File: src/rtl/updown_dir_ctrl_pkg.sv
// Shared definitions for the up/down counter input conditioners:
// debounce FSM state encoding, default debounce length and direction polarity.
package updown_dir_ctrl_pkg;

    typedef enum logic [1:0] {
        ST_IDLE_LO = 2'd0,
        ST_WAIT_HI = 2'd1,
        ST_IDLE_HI = 2'd2,
        ST_WAIT_LO = 2'd3
    } state_t;

    localparam int DB_MAX_DEFAULT = 4;

    // The counter counts up when its x input is 1.
    localparam logic DIR_UP   = 1'b1;
    localparam logic DIR_DOWN = 1'b0;

endpackage

File: src/rtl/updown_dir_ctrl_sync_2ff.sv
// Two-flop synchroniser for asynchronous single-bit inputs; clears to 0 on reset.
module sync_2ff (
    input  logic clk,
    input  logic rst,
    input  logic i_d,
    output logic o_q
);

    logic r_s1;
    logic r_s2;

    always_ff @(posedge clk or negedge rst) begin
        if (!rst) begin
            r_s1 <= 1'b0;
            r_s2 <= 1'b0;
        end else begin
            r_s1 <= i_d;
            r_s2 <= r_s1;
        end
    end

    assign o_q = r_s2;

endmodule

File: src/rtl/updown_dir_ctrl.sv
// Push-button conditioner feeding the up/down counter's direction input:
// synchronise, debounce, emit a press pulse and derive the direction.
module updown_dir_ctrl
    import updown_dir_ctrl_pkg::*;
#(
    parameter int DB_MAX      = DB_MAX_DEFAULT,
    parameter bit TOGGLE_MODE = 1'b1
) (
    input  logic clk,
    input  logic rst,
    input  logic btn,
    output logic dir,
    output logic btn_db,
    output logic press_pulse
);

    localparam int             CW       = $clog2(DB_MAX) + 1;
    localparam logic [CW-1:0]  CNT_LAST = CW'(DB_MAX - 1);

    state_t        r_state;
    state_t        w_state_nxt;
    logic [CW-1:0] r_cnt;
    logic [CW-1:0] w_cnt_nxt;
    logic          r_dir;
    logic          r_btn_db;
    logic          r_pulse;
    logic          w_dir_nxt;
    logic          w_db_nxt;
    logic          w_pulse_nxt;
    logic          w_s2;

    sync_2ff u_sync (
        .clk (clk),
        .rst (rst),
        .i_d (btn),
        .o_q (w_s2)
    );

    always_ff @(posedge clk or negedge rst) begin
        if (!rst) begin
            r_state  <= ST_IDLE_LO;
            r_cnt    <= '0;
            r_dir    <= DIR_DOWN;
            r_btn_db <= 1'b0;
            r_pulse  <= 1'b0;
        end else begin
            r_state  <= w_state_nxt;
            r_cnt    <= w_cnt_nxt;
            r_dir    <= w_dir_nxt;
            r_btn_db <= w_db_nxt;
            r_pulse  <= w_pulse_nxt;
        end
    end

    // The counter is cleared on every accept or abort, so it never needs to saturate.
    always_comb begin
        w_state_nxt = r_state;
        w_cnt_nxt   = r_cnt;
        w_db_nxt    = r_btn_db;
        w_dir_nxt   = r_dir;
        w_pulse_nxt = 1'b0;
        case (r_state)
            ST_IDLE_LO: begin
                if (w_s2) begin
                    w_state_nxt = ST_WAIT_HI;
                    w_cnt_nxt   = CW'(1);
                end
            end
            ST_WAIT_HI: begin
                if (!w_s2) begin
                    w_state_nxt = ST_IDLE_LO;
                    w_cnt_nxt   = '0;
                end else if (r_cnt == CNT_LAST) begin
                    w_state_nxt = ST_IDLE_HI;
                    w_cnt_nxt   = '0;
                    w_db_nxt    = 1'b1;
                    w_pulse_nxt = 1'b1;
                    if (TOGGLE_MODE) begin
                        w_dir_nxt = ~r_dir;
                    end
                end else begin
                    w_cnt_nxt = r_cnt + CW'(1);
                end
            end
            ST_IDLE_HI: begin
                if (!w_s2) begin
                    w_state_nxt = ST_WAIT_LO;
                    w_cnt_nxt   = CW'(1);
                end
            end
            ST_WAIT_LO: begin
                if (w_s2) begin
                    w_state_nxt = ST_IDLE_HI;
                    w_cnt_nxt   = '0;
                end else if (r_cnt == CNT_LAST) begin
                    w_state_nxt = ST_IDLE_LO;
                    w_cnt_nxt   = '0;
                    w_db_nxt    = 1'b0;
                end else begin
                    w_cnt_nxt = r_cnt + CW'(1);
                end
            end
            default: begin
                w_state_nxt = ST_IDLE_LO;
                w_cnt_nxt   = '0;
            end
        endcase
        // In level mode the direction simply mirrors the debounced button.
        if (!TOGGLE_MODE) begin
            w_dir_nxt = w_db_nxt;
        end
    end

    assign dir         = r_dir;
    assign btn_db      = r_btn_db;
    assign press_pulse = r_pulse;

endmodule

File: config.mk
export PLATFORM = sky130hd
export DESIGN_NAME = updown_dir_ctrl
export DESIGN_NICKNAME = d
export VERILOG_FILES = /design/src/rtl/updown_dir_ctrl_pkg.sv /design/src/rtl/updown_dir_ctrl_sync_2ff.sv /design/src/rtl/updown_dir_ctrl.sv
export SDC_FILE = /design/constraint.sdc
export NUM_CORES = 1
export LEC_CHECK = 0
export CAP_MARGIN = 40
export CELL_PAD_IN_SITES_DETAIL_PLACEMENT = 1
export CELL_PAD_IN_SITES_GLOBAL_PLACEMENT = 2
export CORE_MARGIN = 4
export CORE_UTILIZATION = 30
export CTS_CLUSTER_DIAMETER = 100
export CTS_CLUSTER_SIZE = 20
export DETAILED_ROUTE_END_ITERATION = 12
export GPL_TIMING_DRIVEN = 0
export PLACE_DENSITY = 0.7
export REMOVE_ABC_BUFFERS = 1
export SLEW_MARGIN = 30
export SYNTH_ARGS = -nofsm -noshare
export SYNTH_HDL_FRONTEND = slang
export SYNTH_SLANG_ARGS = --single-unit
File: constraint.sdc
create_clock -name clk -period 2.5 [get_ports clk]
set_input_delay 0.5 -clock clk [delete_from_list [all_inputs] [get_ports clk]]
set_output_delay 0.5 -clock clk [all_outputs]
set_load 0.05 [all_outputs]
==> out/metrics.yaml <==
routing:
  drt-wirelength-per-cell_um: 13.6
  num_vias: 266
  drtIter0Drc: 2
  avgViaCountPerCell: 5.02
  drt_wl_total_um: 719
  ant_nets: 0
  dr.pass1.iters: 2
  drc: 0
hold_path:
  hp-class: "reg2reg"
  min_path_cells: 0
timing:
  slew_headroom_pct: 66.8
  fmax_mhz: 515
  maxSlewViolCount: 0
  worst_slew_pin_slew_ps: 497
  setup_violations: 0
  finalSetupTns_ps: 0
  timing.hold.ws_ps: 355
  final-hold-violation-count: 0
  rsz0062_at_grt: "no"
  fin_crit_sh_pct: 77.7
  fin_crit_ps: 1940
  setup_slack_ps: 556
  fin_skew_ps: 1.49
finish:
  areaGrowthSynthToFinish_pct: 25.9
  layout-drive-gt1-share_pct: 17.9
  fin_nets: 44
  num_antenna_cells: 0
  fillCellCount: 134
pwr:
  power_density_nw_per_um2: 1130
  ir_worst_vdd_uv: 350
  power.leakage_nw: 0.215
clocking:
  cts_max_path_buffers: 2
  cts_buffers: 3
  cts_root_buf: "clkbuf_4"
  cts_sinks: 10
  cts_tree: "built"
  h-tree-depth: 1
  cts_setup_buffers: 0
  hold_buffers: 0
  clock_latency_ps: 270
  post_cts_resized: 0
  clk_pin_slew_ps: 70
setup_path:
  crit_type: "reg2out"
  critPathMaxFanout: 2
  cpMaxStageDelayCell: "clkdlybuf4s50_1"
  endpoint_kind: "output pin"
  crit_chain: "clkdlybuf4s50_1"
  required_ps: 2000
  reg2reg_depth: 4
  critPathArrivalTime_ps: 1440
  start_kind: "register"
  cpPeakStageDelay_ps: 810
  cp_top_family: "buffers and inverters"
  cp_num_cells: 1
  cp.buffers_inverters: 1
global_routing:
  antenna_found_initial: 0
  grt_max_degree: 11
  grt_pass1_wl_um: 1300
  grt_pass1_vias: 283
  grt_overflow: 0
  track_usage_pct: 10.1
flow_run:
  maxCapViolations: 0
floorplanning:
  placementRows: 12
  dieArea_um2: 1980
  start_util_pct: 33.8
  core_um2: 1190
  ioPinCount: 6
  die_w_um: 44.5
  die_h_um: 44.5
yosys:
  syn_area_um2: 400
  ys_warn_count: 0
  ys_types: 16
  syn-instance-count: 30
  postSynthAreaPerCell_um2: 13.3
  ys_ff_latch: 10
  synth-seq-area-share_pct: 62.5
placement:
  portBuffers: 5
  dp_hpwl_um: 501
  place_ws_ps: 845
  gp_congestion: 0.761
status:
  status: "complete, no violations"
state kept, by name, summed over array words and instances (netlist names), named ones only:
name,count
u_sync.r_s1,1
u_sync.o_q,1
btn_db,1
dir,1
r_state,1
press_pulse,1
r_cnt,3
layout make-up:
| type | instances | area, um2 | area share [%] |
|---|---|---|---|
| clock buffers | 4 | 36.3 | 7.20 |
| flip-flops and latches | 10 | 250 | 49.6 |
| well taps | 14 | 17.5 | 3.47 |
| repair buffers | 5 | 50.0 | 9.93 |
| multi-input cells | 20 | 150 | 29.8 |
through the flow:
stage | instances | util (%) | area, um2 | power [mW]
after detailed placement | 49 | 39.5 | 468 | 0.423
after global routing | 53 | 42.5 | 504 | 0.612
after CTS | 53 | 42.5 | 504 | 0.581
after floorplan | 30 | - | 400 | 0.367
after global placement | 49 | 39.5 | 468 | 0.416
final | 53 | 42.5 | 504 | 0.568
where the power goes:
group / switching [mW] / total, mW / internal (mW)
logic: 0.0916 / 0.165 / 0.0731
registers: 0.0494 / 0.253 / 0.203
clock network: 0.0616 / 0.150 / 0.0886
logic make-up after synthesis:
family | count (synthesis) | share of synthesized area (%)
xor gates and xnor gates | 3 | 6.56
AOI/OAI and AO/OA | 8 | 11.6
adders and majority gates | 1 | 3.12
muxes | 1 | 2.81
and+or+nand+nor | 7 | 13.4
DFF | 10 | 62.5
cell usage after synthesis:
library cell	n	area share, %
dfrtp_1	10	63
ha_1	1	3.1
o21a_1	2	3.7
nand3b_2	1	2.8
xnor2_1	1	2.2
a31oi_1	1	1.6
nor2b_1	1	1.6
a21oi_1	1	1.2
nor3b_2	1	3.1
xor2_1	2	4.4
nor2_1	1	0.94
nor3b_1	1	1.9
nand4b_1	1	2.2
mux2_2	1	2.8
nand2_1	1	0.94
o21ai_0	4	5.0
final timing paths:
| kind | from | endpoint | slack, ps |
|---|---|---|---|
| min in group asynchronous | rst | r_state[0] | 530 |
| max | dir | dir | 560 |
| max reg2reg | r_cnt[0] | btn_db | 1250 |
| max in group asynchronous | rst | r_cnt[2] | 1670 |
| min | u_sync.r_s1 | u_sync.o_q | 350 |
| min reg2reg | u_sync.r_s1 | u_sync.o_q | 350 |
per-layer routing:
layer | GRT usage [%] | part of all wire [%] | routed length [um]
met5 | 0 | 0 | 0
met4 | 10.8 | 4.0 | 29
met3 | 5.69 | 6.1 | 44
met2 | 13.5 | 43 | 310
met1 | 10.4 | 46 | 334
layout by cell type, fill, tap and decap left out:
cell type,netlist,routed
o21a_1,2,2
nor2b_1,1,1
a31oi_1,1,1
nor2_1,1,1
dfrtp_1,10,10
nand4b_1,1,1
nand3b_2,1,1
clkbuf_4,0,3
nor3b_1,1,1
clkbuf_8,0,1
ha_1,1,1
nand2_1,1,1
clkdlybuf4s50_1,0,5
xor2_1,2,2
xnor2_1,1,1
o21ai_0,4,4
mux2_2,1,1
nor3b_2,1,1
a21oi_1,1,1
(Power assumes the default switching activity.)
